<file path="src/rtl/clk_en_gen.sv">
// Multi-channel programmable clock-enable generator; divisor updates land on period boundaries.
// Optional square-wave outputs are built when CLK_EN_GEN_TOGGLE_EN is defined.
module clk_en_gen #(
   parameter int  CHANNELS    = 2,
   parameter int  WIDTH       = 16,
   parameter int  DEFAULT_DIV = 2,
   localparam int CW          = (CHANNELS > 1) ? $clog2(CHANNELS) : 1
) (
   input  logic                clk,
   input  logic                rst,
   input  logic                cfg_valid,
   output logic                cfg_ready,
   input  logic [CW-1:0]       cfg_chan,
   input  logic [WIDTH-1:0]    cfg_div,
   input  logic                sync,
   output logic [CHANNELS-1:0] ce,
   output logic [CHANNELS-1:0] clk_out
);

   localparam logic [WIDTH-1:0] DIV_RST = WIDTH'(DEFAULT_DIV);
   localparam logic [WIDTH-1:0] ONE     = WIDTH'(1);

   logic [WIDTH-1:0]    cnt_q    [CHANNELS];
   logic [WIDTH-1:0]    cnt_d    [CHANNELS];
   logic [WIDTH-1:0]    div_q    [CHANNELS];
   logic [WIDTH-1:0]    div_d    [CHANNELS];
   logic [WIDTH-1:0]    shadow_q [CHANNELS];
   logic [WIDTH-1:0]    shadow_d [CHANNELS];
   logic [CHANNELS-1:0] pending_q;
   logic [CHANNELS-1:0] pending_d;
   logic [CHANNELS-1:0] wr_hit;
   logic [CHANNELS-1:0] load;

   // Pulse decode uses registers only, so ce has no path from any input
   always_comb begin
      ce = '0;
      for (int i = 0; i < CHANNELS; i++) begin
         ce[i] = (div_q[i] != '0) && (cnt_q[i] == (div_q[i] - ONE));
      end
   end

   // Out-of-range channels are always ready and their writes match no channel
   always_comb begin
      cfg_ready = 1'b1;
      wr_hit    = '0;
      for (int i = 0; i < CHANNELS; i++) begin
         cfg_ready = (cfg_chan == CW'(i)) ? ~pending_q[i] : cfg_ready;
      end
      for (int i = 0; i < CHANNELS; i++) begin
         wr_hit[i] = cfg_valid && cfg_ready && (cfg_chan == CW'(i));
      end
   end

   // Per-channel next state; a write sets pending only after this edge's reload decision
   always_comb begin
      pending_d = pending_q;
      load      = '0;
      for (int i = 0; i < CHANNELS; i++) begin
         cnt_d[i]    = cnt_q[i];
         div_d[i]    = div_q[i];
         shadow_d[i] = shadow_q[i];
         load[i]     = pending_q[i] && (ce[i] || (div_q[i] == '0));
         if (sync) begin
            cnt_d[i] = '0;
            if (pending_q[i]) begin
               div_d[i]     = shadow_q[i];
               pending_d[i] = 1'b0;
            end else begin
               div_d[i]     = div_q[i];
            end
         end else if (load[i]) begin
            div_d[i]     = shadow_q[i];
            cnt_d[i]     = '0;
            pending_d[i] = 1'b0;
         end else if (ce[i] || (div_q[i] == '0)) begin
            cnt_d[i] = '0;
         end else begin
            cnt_d[i] = cnt_q[i] + ONE;
         end
         if (wr_hit[i]) begin
            shadow_d[i]  = cfg_div;
            pending_d[i] = 1'b1;
         end else begin
            shadow_d[i]  = shadow_q[i];
         end
      end
   end

   // Channel state registers
   always_ff @(posedge clk) begin
      if (rst) begin
         for (int i = 0; i < CHANNELS; i++) begin
            cnt_q[i]    <= '0;
            div_q[i]    <= DIV_RST;
            shadow_q[i] <= '0;
         end
         pending_q <= '0;
      end else begin
         cnt_q     <= cnt_d;
         div_q     <= div_d;
         shadow_q  <= shadow_d;
         pending_q <= pending_d;
      end
   end

`ifdef CLK_EN_GEN_TOGGLE_EN
   logic [CHANNELS-1:0] tog_q;
   logic [CHANNELS-1:0] tog_d;

   // Square wave flips on each pulse; sync realigns it low
   always_comb begin
      if (sync) begin
         tog_d = '0;
      end else begin
         tog_d = tog_q ^ ce;
      end
   end

   // Toggle state register
   always_ff @(posedge clk) begin
      if (rst) begin
         tog_q <= '0;
      end else begin
         tog_q <= tog_d;
      end
   end

   assign clk_out = tog_q;
`else
   assign clk_out = '0;
`endif

endmodule

</file>
<file path="config.mk">
export PLATFORM = sky130hd
export DESIGN_NAME = clk_en_gen
export DESIGN_NICKNAME = d
export VERILOG_FILES = /design/src/rtl/clk_en_gen.sv
export SDC_FILE = /design/constraint.sdc
export NUM_CORES = 1
export LEC_CHECK = 0
export BUFFER_PORTS_ARGS = -buffer_cell sky130_fd_sc_hd__buf_2
export CORE_ASPECT_RATIO = 0.7
export CORE_MARGIN = 2
export CORE_UTILIZATION = 62
export CTS_CLUSTER_DIAMETER = 200
export DETAILED_ROUTE_END_ITERATION = 10
export GPL_ROUTABILITY_DRIVEN = 0
export PLACE_DENSITY = 0.9
export SETUP_SLACK_MARGIN = 0.4
export SYNTH_ARGS = -nofsm -noshare
export SYNTH_HDL_FRONTEND = slang
export SYNTH_SLANG_ARGS = --single-unit
</file>
<file path="constraint.sdc">
create_clock -name clk -period 4.3 [get_ports clk]
set_input_delay 0.43 -clock clk [delete_from_list [all_inputs] [get_ports clk]]
set_output_delay 0.43 -clock clk [all_outputs]
set_load 0.02 [all_outputs]
</file>
---- Word-level counts from Yosys, hierarchy flattened ----
Cells that the tools add are included.
word-level totals
  word-level logic and storage cells ...... 53
  register bits after elaboration ......... 98
  memory bits (writable) .................. 0
  ROM bits ................................ 0
  bits of input ports ..................... 21
  latch bits .............................. 0
  memories ................................ 0
operators by class
  mux-type cells .......................... 13
  bitwise gates (word level) .............. 3
  eq/ne operators ......................... 4
  add/subtract/negate cells ............... 4
  $lt $le $gt $ge ......................... 0
  multiply operators ...................... 0
  shifts and indexed selects .............. 0
  divide/modulo/power cells ............... 0
  reduce and logical (&&, ||, !) cells .... 21
operators by type and width
  cell                                                                      number
  16-bit two-way mux                                                        6
  16-bit by 1-bit adder with 16-bit output (second input constant)          2
  16-bit equality test                                                      2
  16-bit logical NOT                                                        2
  16-bit nonzero test                                                       2
  16-bit by 1-bit subtractor with 16-bit output (second input constant)     2
  4-bit OR reduction                                                        2
  1-bit logical AND                                                         7
  1-bit two-way mux                                                         7
  3-bit nonzero test                                                        2
  2-bit by 1-bit inequality test with 1-bit output (second input constant)  2
  2-bit AND reduction                                                       2
  2-bit nonzero test                                                        2
  1-bit inverter                                                            3
  1-bit logical OR                                                          2

---- Longest topological paths before layout ----
Gate-level depths: netlist of run 1.
  depth after elaboration ................. 8
  mapped depth ............................ 13
  gate-level depth less buffers ........... 9

---- Worst setup path after synthesis of run 1 ----
OpenSTA, ideal clock, no wires.
  kind .................................... register to output
  start ................................... register div_q[19] (netlist bit)
  end ..................................... output port ce[0]
  path slack .............................. 762 ps
  path buffers ............................ 1
  data arrival time ....................... 3108 ps
  cell stages (with the launch flop) ...... 9
  data required time ...................... 3870 ps
  path through ............................ dfxtp_1 clkbuf_1 or3_1 or4_1 nand3_1 o21ai_0 or4_1 or4_1 nor4_1
on the way
  cells in the longest elaborated chain, start to end .. 3
  elaborated cells between the ends (all ways) .. 4
  those cells by class .................... add/sub (1); eq/ne (1); reduce/logical (2)
ends and longest elaborated chain
  item                                           RTL line  RTL
  from (decl)                                    25        logic [WIDTH-1:0] div_q [CHANNELS];
  from (signal assigned)                         100       div_q <= div_d;
  16-bit by 1-bit subtractor with 16-bit output  38        ce[i] = (div_q[i] != '0) && (cnt_q[i] == (div_q[i] - ONE));
  16-bit equality test                           38
  1-bit logical AND (*)                          38
  to (decl)                                      16        output logic [CHANNELS-1:0] ce,
Mark *: on every way between the ends. The rest lies on a longest branch, timed or not.

---- Final worst setup path of run 1 ----
  start ................................... register div_q[18] (netlist bit)
  end ..................................... output port ce[0]
Same word-level chain as after synthesis.

==> flow_summary.ini, run 1 <==
[run]
timing.max_cap.violations = 0

[yosys]
syn_area_per_cell_um2 = 7.79
cells_after_synthesis = 721
synthesis.area_um2 = 5620
netlist-cell-type-count = 52
synth_compound_area_frac = 0.0889
synthesis.yosys.warnings = 0
portion_of_synthesized_cell_area_occupied_by_the_leading_cell_type = 0.349
number_of_synthesized_flops_with_an_enable_pin = 0
post_synth_xor_area_fraction = 0.110
ys_top_cells_by_area = sky130_fd_sc_hd__dfxtp_1 35%, sky130_fd_sc_hd__nand2_1 7.4%, sky130_fd_sc_hd__xnor2_1 5.9%
mux_cell_area_share_after_synthesis = 0.0356
synthAdderAreaFrac = 0.0134
synth-seq-cells = 98
synth_top_family_by_area = simple AND/OR/NAND/NOR gates
async_reset_ff_frac = 0
ys.flop_type = sky130_fd_sc_hd__dfxtp_1
synth-seq-area-share = 0.349
synth_simple_gate_area_frac = 0.350
yosys.area.top_type = sky130_fd_sc_hd__dfxtp_1

[clock_tree]
clock-sinks = 98
clock-root-buffer = sky130_fd_sc_hd__clkbuf_16
path_clk_slew_ns = 0.07
postCtsSetupRepairBufs = 0
cts_htree_levels = 3
clock_tree_from_tritoncts = built
numCtsBuffers = 9
clk_path_buf_depth = 2
insertion_delay_ns = 0.35

[worst_setup_path]
cp_num_buf_inv = 1
required_ns = 3.87
timing.rr.end = div_q[16]$_SDFFE_PP0P_
critPathMostFrequentCell = sky130_fd_sc_hd__or4_1
timing.reg2reg.worst_path_depth = 11
r2r_setup_slack_ns = 0.81
timing.setup.critical_path_class = flip-flop to output port
r2r_start = div_q[17]$_SDFFE_PP1P_
worst-endpoint-arrival_ns = 3.35
worst_path_dominant_cell_family = simple AND/OR/NAND/NOR gates
critical-path-max-stage-delay_ns = 0.56
setup.worst_path.end_class = output port
crit_path_top_delay_cell = sky130_fd_sc_hd__or4_1
cp_cell_sequence = or3_1 -> or4_1 -> nand3_1 -> o21ai_0 -> or4_1 -> or4_1 -> nor4_2 -> buf_2
critical_path_peak_fanout = 10
crit_path_start_kind = flip-flop

[die]
initial_utilization = 0.629
core-area_um2 = 8930
die_area_um2 = 9850
design.portCount = 26
vertical_die_dimension_um = 83.6
fp-row-count = 29
die_x_um = 118

[route]
drt_total_wl_um = 13200
final_antenna_net_count = 0
drtIter0Drc = 555
vias_per_cell = 6.09
drt_pass1_iterations = 5
wl_per_cell_um = 15.9
vias_post_dr = 5070
drc = 0

[pwr]
total_power_mw = 2.12
pwr_density_cell_nw_per_um2 = 352
power.ir.vdd_worst_uv = 266
leakage_nw = 2.15

[hold_path]
worst_hold_path.num_cells = 3
worst_hold_path_type = input port to flip-flop
hold_end = shadow_q[8]$_SDFFE_PP0P_
worst_hold_startpoint = cfg_div[8]

[sta]
layout_setup_ws_ns = 0.517
fin_setup_tns_ns = 0
timing.final.crit_period_ns = 3.78
timing.clock.skew_ns = 0.00984
setup-violations-final = 0
final-max-slew-violation-count = 0
unrepaired_setup_endpoints_after_global_routing = no
clock.fmax_mhz = 264
worst_pin_slew_ns = 1.16
holdWs_ns = 0.335
layout_worst_path_cycle_share = 0.880
timing.slew.headroom = 0.223
report.final.hold_viol_count = 0

[finish]
layout.cells.most_common_list = 111 x sky130_fd_sc_hd__nand2_1, 95 x sky130_fd_sc_hd__dfxtp_1, 70 x sky130_fd_sc_hd__nor2_1
mostFrequentLayoutCell = sky130_fd_sc_hd__nand2_1
seqCellArea_um2 = 1970
fraction_of_final_layout_cells_sized_beyond_drive_strength_1 = 0.105
multi_input_area_um2 = 3380
diodes = 0
num-nets-final = 730
synthToLayoutAreaGrowth_pct = 7.28
final_cell_area_um2 = 6030
n_fill_cell = 669

[placed_design]
placedInstanceArea_um2 = 5690
hpwl_um = 9180
preCtsSetupSlack_ns = 0.877
port_buffers = 23

[global_routing]
grt_use_total = 0.273
global_route.overflow_total = 0
gr-usage-met1 = 0.369
grt_first_pass_wirelength_um = 22200
grt.met3_usage = 0.0628
top_usage_layer = met2
maximum_number_of_pins_on_one_net_before_global_route_repair = 65
met2_usage = 0.434
initial_antenna_violation_count = 0
grt_pass1_vias = 4652

[run_status]
outcome = complete, no violations
-- logic make-up (layout without fill, tap and decap cells) --
kind of cell,after synthesis,in the layout
other,1,2
multiplexers,20,20
AND/OR/NAND/NOR,375,375
AO/OA/AOI/OAI,83,83
buffers and inverters,69,55
flip-flops,98,98
XOR/XNOR,69,69
adder cells (fa/ha/maj),6,6
-- registers in the layout (all words and copies together), names as in the netlist --
signal     cells
cnt_q         32
div_q         32
pending_q      2
shadow_q      32
-- layout make-up --
type                       count  share of cell area
tap                          124              0.0257
sequential                    98               0.326
inverter                      11             0.00685
timing repair buffer          28              0.0253
multi-input combinational    555               0.561
clock buffer                  10              0.0397
clock inverter                 6              0.0150
-- power by group --
group | total, mW | leakage, nW | switching (mW) | internal (mW)
Combinational | 0.277 | 1.20 | 0.169 | 0.107
Clock | 0.882 | 0.159 | 0.355 | 0.527
Sequential | 0.963 | 0.796 | 0.0318 | 0.932
-- timing repair --
action,4_1_cts,5_1_grt
endpoints found under the setup margin,0,2
hold buffers,0,0
resized for setup,0,4
-- metrics by stage --
step | util | instances
after floorplan | - | 722
after global placement | 0.637 | 816
after detailed placement | 0.637 | 816
after CTS | 0.674 | 832
after global routing | 0.675 | 832
final | 0.675 | 832
-- how the worst max path moves through the flow --
stage,slack [ns],from,cells past startpoint,end
after floorplan,0.76,div_q[19]$_SDFFE_PP0P_,8,ce[0]
after global placement,0.93,div_q[18]$_SDFFE_PP0P_,8,ce[0]
after detailed placement,0.88,div_q[16]$_SDFFE_PP0P_,11,div_q[16]$_SDFFE_PP0P_
after CTS,0.45,div_q[18]$_SDFFE_PP0P_,8,ce[0]
after global routing,0.40,div_q[17]$_SDFFE_PP1P_,9,ce[0]
final,0.52,div_q[18]$_SDFFE_PP0P_,8,ce[0]
-- synthesized netlist by cell type, types with 3 or more instances --
cell and instances:
sky130_fd_sc_hd__nand3b_1 5, sky130_fd_sc_hd__mux2i_1 20, sky130_fd_sc_hd__o31ai_1 4, sky130_fd_sc_hd__a21oi_1 51
sky130_fd_sc_hd__nor2b_1 4, sky130_fd_sc_hd__or3_1 9, sky130_fd_sc_hd__nand2_1 111, sky130_fd_sc_hd__or4b_2 17
sky130_fd_sc_hd__nand2b_1 36, sky130_fd_sc_hd__buf_4 4, sky130_fd_sc_hd__nor3b_1 18, sky130_fd_sc_hd__ha_1 6
sky130_fd_sc_hd__xnor2_1 38, sky130_fd_sc_hd__nor4b_1 3, sky130_fd_sc_hd__a31oi_1 3, sky130_fd_sc_hd__nor4_1 9
sky130_fd_sc_hd__and3_1 8, sky130_fd_sc_hd__buf_2 7, sky130_fd_sc_hd__dfxtp_1 98, sky130_fd_sc_hd__a211oi_1 4
sky130_fd_sc_hd__or3b_2 3, sky130_fd_sc_hd__nand3_1 36, sky130_fd_sc_hd__clkbuf_1 45, sky130_fd_sc_hd__o21ai_0 3
sky130_fd_sc_hd__nor2_1 70, sky130_fd_sc_hd__or4_1 12, sky130_fd_sc_hd__nor3_1 17, sky130_fd_sc_hd__o22ai_1 3
sky130_fd_sc_hd__nand4_1 9, sky130_fd_sc_hd__inv_1 11, sky130_fd_sc_hd__or2_2 3, sky130_fd_sc_hd__xor2_1 30
-- per-layer routing --
layer | vias to the layer above | part of all wire
met5 | - | 0
met4 | 0 | 0.022
met3 | 33 | 0.073
met2 | 212 | 0.46
met1 | 2390 | 0.44
li1 | 2435 | -
-- tightest hold or removal path, cell delays in order --
cell	delay, ns
sky130_fd_sc_hd__buf_2	0.10
sky130_fd_sc_hd__nand2_1	0.05
sky130_fd_sc_hd__a21oi_1	0.05
(Power assumes the default switching activity.)
==> inputs of run 2 (changes only) <==
==> constraint.sdc (replaced) <==
create_clock -name clk -period 4.3 [get_ports clk]
set_input_delay 0.86 -clock clk [delete_from_list [all_inputs] [get_ports clk]]
set_output_delay 0.86 -clock clk [all_outputs]
set_load 0.02 [all_outputs]
==> run 2 against run 1 <==
  * Final area up 1.3%
  * Critical endpoint unchanged
  * Critical path depth did not move
  * Hold slack improved by 0.12 ns
  * Maximum frequency decreased by 4.9%
  * Via count up 1.5%
  * Highest routed layer unchanged
  * Die area unchanged
  * Utilization is 0.88 points higher
  * Largest cell class unchanged
  * Clock power fell by 14%
  * Register-to-register slack better by 0.07 ns
  * Non-clock buffer count increased by 4
  * Critical path type unchanged
==> flow_summary.ini, run 2 (same netlist as run 1, synthesis figures left out) <==
[pwr]
power_switching_uw = 556
power_frac_seq = 0.477
total_power_mw = 2.01
cell_internal_pwr_mw = 1.46
clock_power_share = 0.377
power_frac_comb = 0.146
leakage_nw = 2.15
swShare = 0.276
pwr_density_cell_nw_per_um2 = 330
power.ir.vdd_worst_uv = 316

[global_routing]
grt_first_pass_wirelength_um = 22300
grt_pass1_vias = 4721
global_route.overflow_total = 0
maximum_number_of_pins_on_one_net_before_global_route_repair = 73
initial_antenna_violation_count = 0
grt_use_total = 0.274

[worst_setup_path]
required_ns = 3.44
crit_path_top_delay_cell = sky130_fd_sc_hd__or4_4
worst-endpoint-arrival_ns = 3.12
timing.setup.critical_path_class = flip-flop to output port
cp_cell_sequence = or3_4 -> or4_4 -> nand3_1 -> o21ai_0 -> or4_1 -> or4_4 -> nor4_4 -> buf_4
setup.worst_path.end_class = output port
crit_path_start_kind = flip-flop
critPathMostFrequentCell = sky130_fd_sc_hd__or4_4
worst_path_dominant_cell_family = simple AND/OR/NAND/NOR gates
critical-path-max-stage-delay_ns = 0.56
cp_num_buf_inv = 1
critical_path_peak_fanout = 6

[sta]
worst_pin_slew_ns = 1.14
final-max-slew-violation-count = 0
unrepaired_setup_endpoints_after_global_routing = yes
fin_setup_tns_ns = 0
setup-violations-final = 0
clock.fmax_mhz = 251
report.final.hold_viol_count = 0
layout_worst_path_cycle_share = 0.925
timing.slew.headroom = 0.237
timing.final.crit_period_ns = 3.98
holdWs_ns = 0.456
layout_setup_ws_ns = 0.324
timing.clock.skew_ns = 0.00788

[placed_design]
preCtsSetupSlack_ns = 0.480
hpwl_um = 9040
placedInstanceArea_um2 = 5690
placed_cells = 815
port_buffers = 23

[route]
final_antenna_net_count = 0
drt_pass1_iterations = 5
vias_per_cell = 6.15
drt_total_wl_um = 13400
wl_per_cell_um = 16.0
vias_post_dr = 5144
drtIter0Drc = 507
drc = 0

[die]
die_x_um = 118
vertical_die_dimension_um = 83.6
initial_utilization = 0.629
core-area_um2 = 8930
fp-row-count = 29
design.portCount = 26
die_area_um2 = 9850

[finish]
final_cell_area_um2 = 6100
fraction_of_final_layout_cells_sized_beyond_drive_strength_1 = 0.128
utilization = 0.684
finalNonFillerCells = 836
layout.cells.most_common_list = 111 x sky130_fd_sc_hd__nand2_1, 92 x sky130_fd_sc_hd__dfxtp_1, 70 x sky130_fd_sc_hd__nor2_1
mostFrequentLayoutCell = sky130_fd_sc_hd__nand2_1
diodes = 0
reg_top3 = cnt_q: 32 flops, div_q: 32 flops, shadow_q: 32 flops
num-nets-final = 734
n_fill_cell = 685
synthToLayoutAreaGrowth_pct = 8.69

[clock_tree]
clk_path_buf_depth = 2
clock-sinks = 98
numCtsBuffers = 9
clock_tree_from_tritoncts = built
path_clk_slew_ns = 0.07
cts_htree_levels = 3
insertion_delay_ns = 0.36
clock-root-buffer = sky130_fd_sc_hd__clkbuf_16

[run]
timing.max_cap.violations = 0

[hold_path]
worst_hold_path_type = flip-flop to flip-flop

[run_status]
outcome = complete, no violations
==> run 2: final cells by class <==
cell class	instances	area (um2)	area share
Timing Repair Buffer	32	198	0.0324
Tap cell	124	155	0.0254
Sequential cell	98	1970	0.323
Inverter	11	41.3	0.00676
Clock inverter	4	27.5	0.00451
Multi-Input combinational cell	555	3460	0.567
Clock buffer	12	246	0.0404
==> run 2: final timing paths <==
kind / from / endpoint / slack [ns] / cells past startpoint
setup / recovery: div_q[19]$_SDFFE_PP0P_ / ce[0] / 0.32 / 8
setup reg to reg: div_q[17]$_SDFFE_PP1P_ / div_q[22]$_SDFFE_PP0P_ / 0.88 / 10
hold / removal: shadow_q[22]$_SDFFE_PP0P_ / shadow_q[22]$_SDFFE_PP0P_ / 0.46 / 2
hold reg to reg: shadow_q[22]$_SDFFE_PP0P_ / shadow_q[22]$_SDFFE_PP0P_ / 0.46 / 2
==> run 2: what timing repair did <==
item                                   4_1_cts  5_1_grt
setup buffers                                3        2
gates resized for setup                     13       12
endpoints found under the hold margin        0        0
setup endpoints to repair                    2        2
pin swaps                                    2        1
hold buffers                                 0        0
==> run 2: worst register-to-register path, cell delays in order, from the launching register on <==
cell	delay (ns)
sky130_fd_sc_hd__dfxtp_2	0.39
sky130_fd_sc_hd__inv_1	0.15
sky130_fd_sc_hd__ha_4	0.22
sky130_fd_sc_hd__or4b_4	0.51
sky130_fd_sc_hd__o311ai_0	0.31
sky130_fd_sc_hd__a41oi_1	0.18
sky130_fd_sc_hd__a41oi_1	0.46
sky130_fd_sc_hd__nor4_4	0.14
sky130_fd_sc_hd__buf_4	0.26
sky130_fd_sc_hd__or4b_2	0.64
sky130_fd_sc_hd__nand3_1	0.10
==> run 2: routing by layer <==
metal / GRT usage / share of wire
met5: 0 / 0
met4: 0.101 / 0.026
met3: 0.0663 / 0.079
met2: 0.435 / 0.45
met1: 0.364 / 0.44
==> run 2: power by group through the flow <==
stage | clock (mW) | sequential, mW | combinational (mW)
final | 0.759 | 0.959 | 0.294
after global routing | 0.804 | 0.961 | 0.323
after CTS | 0.768 | 0.957 | 0.277
after detailed placement | 0 | 0.978 | 0.268
after global placement | 0 | 0.975 | 0.257
after floorplan | 0 | 0.965 | 0.217
==> inputs of run 3 (changes only) <==
--- a/config.mk
+++ b/config.mk
@@ -5,7 +5,7 @@
 export SDC_FILE = /design/constraint.sdc
 export NUM_CORES = 1
 export LEC_CHECK = 0
-export BUFFER_PORTS_ARGS = -buffer_cell sky130_fd_sc_hd__buf_2
+export BUFFER_PORTS_ARGS = -buffer_cell sky130_fd_sc_hd__buf_4
 export CORE_ASPECT_RATIO = 0.7
 export CORE_MARGIN = 2
 export CORE_UTILIZATION = 62
==> run 3 against run 2 <==
  * Final cell count down 0.48%
  * Via count is 1.6% higher
  * Non-clock buffer count down 3
  * First-iteration DRC count is 37% higher
  * Power down 0.79%
  * Die area unchanged
  * Combinational power is 4% higher
  * Sequential cell count unchanged
  * Maximum frequency grew 1.2%
  * Largest cell class unchanged
  * Largest power group unchanged
  * Highest routed layer unchanged
==> flow_summary.ini, run 3 (same netlist as run 1, synthesis figures left out) <==
[run_status]
outcome = complete, no violations

[global_routing]
maximum_number_of_pins_on_one_net_before_global_route_repair = 117
grt_first_pass_wirelength_um = 23100
initial_antenna_violation_count = 0
grt_pass1_vias = 4832
grt_use_total = 0.288
global_route.overflow_total = 0

[sta]
timing.final.crit_period_ns = 3.93
unrepaired_setup_endpoints_after_global_routing = yes
report.final.hold_viol_count = 0
final-max-slew-violation-count = 0
fin_setup_tns_ns = 0
clock.fmax_mhz = 254
timing.slew.headroom = 0.246
layout_worst_path_cycle_share = 0.914
worst_pin_slew_ns = 1.13
setup-violations-final = 0
timing.clock.skew_ns = 0.00736
holdWs_ns = 0.457
layout_setup_ws_ns = 0.370

[worst_setup_path]
r2r_setup_slack_ns = 0.72
critPathMostFrequentCell = sky130_fd_sc_hd__or4_4
r2r_start = div_q[17]$_SDFFE_PP1P_
timing.rr.end = div_q[20]$_SDFFE_PP0P_
source_of_the_critical_timing_path = div_q[18]$_SDFFE_PP0P_
critical_path_peak_fanout = 4
worst_path_dominant_cell_family = simple AND/OR/NAND/NOR gates
cp_cell_sequence = or3_4 -> or4_4 -> nand3_1 -> o21ai_0 -> or4_1 -> or4_4 -> nor4_4 -> buf_4
timing.setup.critical_path_class = flip-flop to output port
crit_path_start_kind = flip-flop
cp_num_buf_inv = 1
crit_path_top_delay_cell = sky130_fd_sc_hd__or4_4
timing.reg2reg.worst_path_depth = 10
endpoint = ce[0]
critical-path-max-stage-delay_ns = 0.57
worst-endpoint-arrival_ns = 3.07
required_ns = 3.44
stages_on_worst_setup_path = 8
setup.worst_path.end_class = output port

[placed_design]
preCtsSetupSlack_ns = 0.530
port_buffers = 23
hpwl_um = 9140
placed_cells = 814

[finish]
reg_top3 = cnt_q: 32 flops, div_q: 32 flops, shadow_q: 32 flops
layout.cells.most_common_list = 111 x sky130_fd_sc_hd__nand2_1, 89 x sky130_fd_sc_hd__dfxtp_1, 70 x sky130_fd_sc_hd__nor2_1
mostFrequentLayoutCell = sky130_fd_sc_hd__nand2_1
num-nets-final = 731
diodes = 0
fraction_of_final_layout_cells_sized_beyond_drive_strength_1 = 0.127
synthToLayoutAreaGrowth_pct = 8.84
finalNonFillerCells = 832

[hold_path]
worst_hold_path_type = flip-flop to flip-flop
worst_hold_path.num_cells = 2

[route]
vias_per_cell = 6.28
final_antenna_net_count = 0
wl_per_cell_um = 16.9
drt_total_wl_um = 14100
drt_pass1_iterations = 9
drc = 0
drtIter0Drc = 695
vias_post_dr = 5226

[pwr]
total_power_mw = 2.00
leakage_nw = 2.16
pwr_density_cell_nw_per_um2 = 326
power.ir.vdd_worst_uv = 282

[die]
initial_utilization = 0.629
design.portCount = 26
fp-row-count = 29
core-area_um2 = 8930
vertical_die_dimension_um = 83.6
die_x_um = 118
die_area_um2 = 9850

[clock_tree]
cts_htree_levels = 3
clk_path_buf_depth = 2
path_clk_slew_ns = 0.07
clock-sinks = 98
clock-root-buffer = sky130_fd_sc_hd__clkbuf_16
insertion_delay_ns = 0.35
numCtsBuffers = 9
clock_tree_from_tritoncts = built

[run]
timing.max_cap.violations = 0
==> run 3: cell count changes in the layout (fill, tap and decap cells not counted), sizes merged <==
cell / previous run / this run
buf: 32 / 29
clkinv: 1 / 2
clkinvlp: 3 / 1
==> run 3: what timing repair did <==
| action | 4_1_cts | 5_1_grt |
|---|---|---|
| hold buffers | 0 | 0 |
| pin swaps | 3 | 2 |
| setup buffers | 3 | 0 |
| endpoints found under the setup margin | 2 | 2 |
| resized for setup | 20 | 8 |
==> run 3: stage by stage <==
stage	utilization	instance area (um2)
2_1_floorplan	-	5630
3_3_place_gp	0.643	5740
3_5_place_dp	0.643	5740
4_1_cts	0.682	6080
5_1_grt	0.685	6110
6_report	0.685	6110
==> run 3: tightest hold or removal path: cells and delay by family, from the launching register on <==
family           cells  cell delay [ns]
AO/OA/AOI/OAI        1             0.05
flip-flops           1             0.31
AND/OR/NAND/NOR      1             0.05
==> run 3: final cells by class <==
class / count / area (um2)
repair buffers: 29 / 218
fillers: 667 / 2810
well taps: 124 / 155
clock inverters: 3 / 17.5
inverters: 11 / 41.3
clock buffers: 12 / 236
multi-input cells: 555 / 3460
flip-flops and latches: 98 / 1980
==> run 3: worst min path at each step <==
stage	startpoint	to
3_3_place_gp	shadow_q[14]$_SDFFE_PP0P_	shadow_q[14]$_SDFFE_PP0P_
5_1_grt	shadow_q[27]$_SDFFE_PP0P_	shadow_q[27]$_SDFFE_PP0P_
6_report	shadow_q[30]$_SDFFE_PP0P_	shadow_q[30]$_SDFFE_PP0P_
4_1_cts	shadow_q[30]$_SDFFE_PP0P_	shadow_q[30]$_SDFFE_PP0P_
3_5_place_dp	shadow_q[30]$_SDFFE_PP0P_	shadow_q[30]$_SDFFE_PP0P_
2_1_floorplan	shadow_q[20]$_SDFFE_PP0P_	shadow_q[20]$_SDFFE_PP0P_
==> run 3: where the power goes <==
group | switching, mW | internal, mW
registers | 0.0281 | 0.931
logic | 0.183 | 0.122
clock network | 0.344 | 0.388
total | 0.555 | 1.44
==> run 3: routing by layer <==
| layer | track usage | vias up | wire, um |
|---|---|---|---|
| met2 | 0.453 | 286 | 6390 |
| met4 | 0.104 | 0 | 433 |
| met1 | 0.371 | 2446 | 5940 |
| li1 | - | 2432 | - |
| met5 | 0 | - | 0 |
| met3 | 0.0936 | 62 | 1300 |
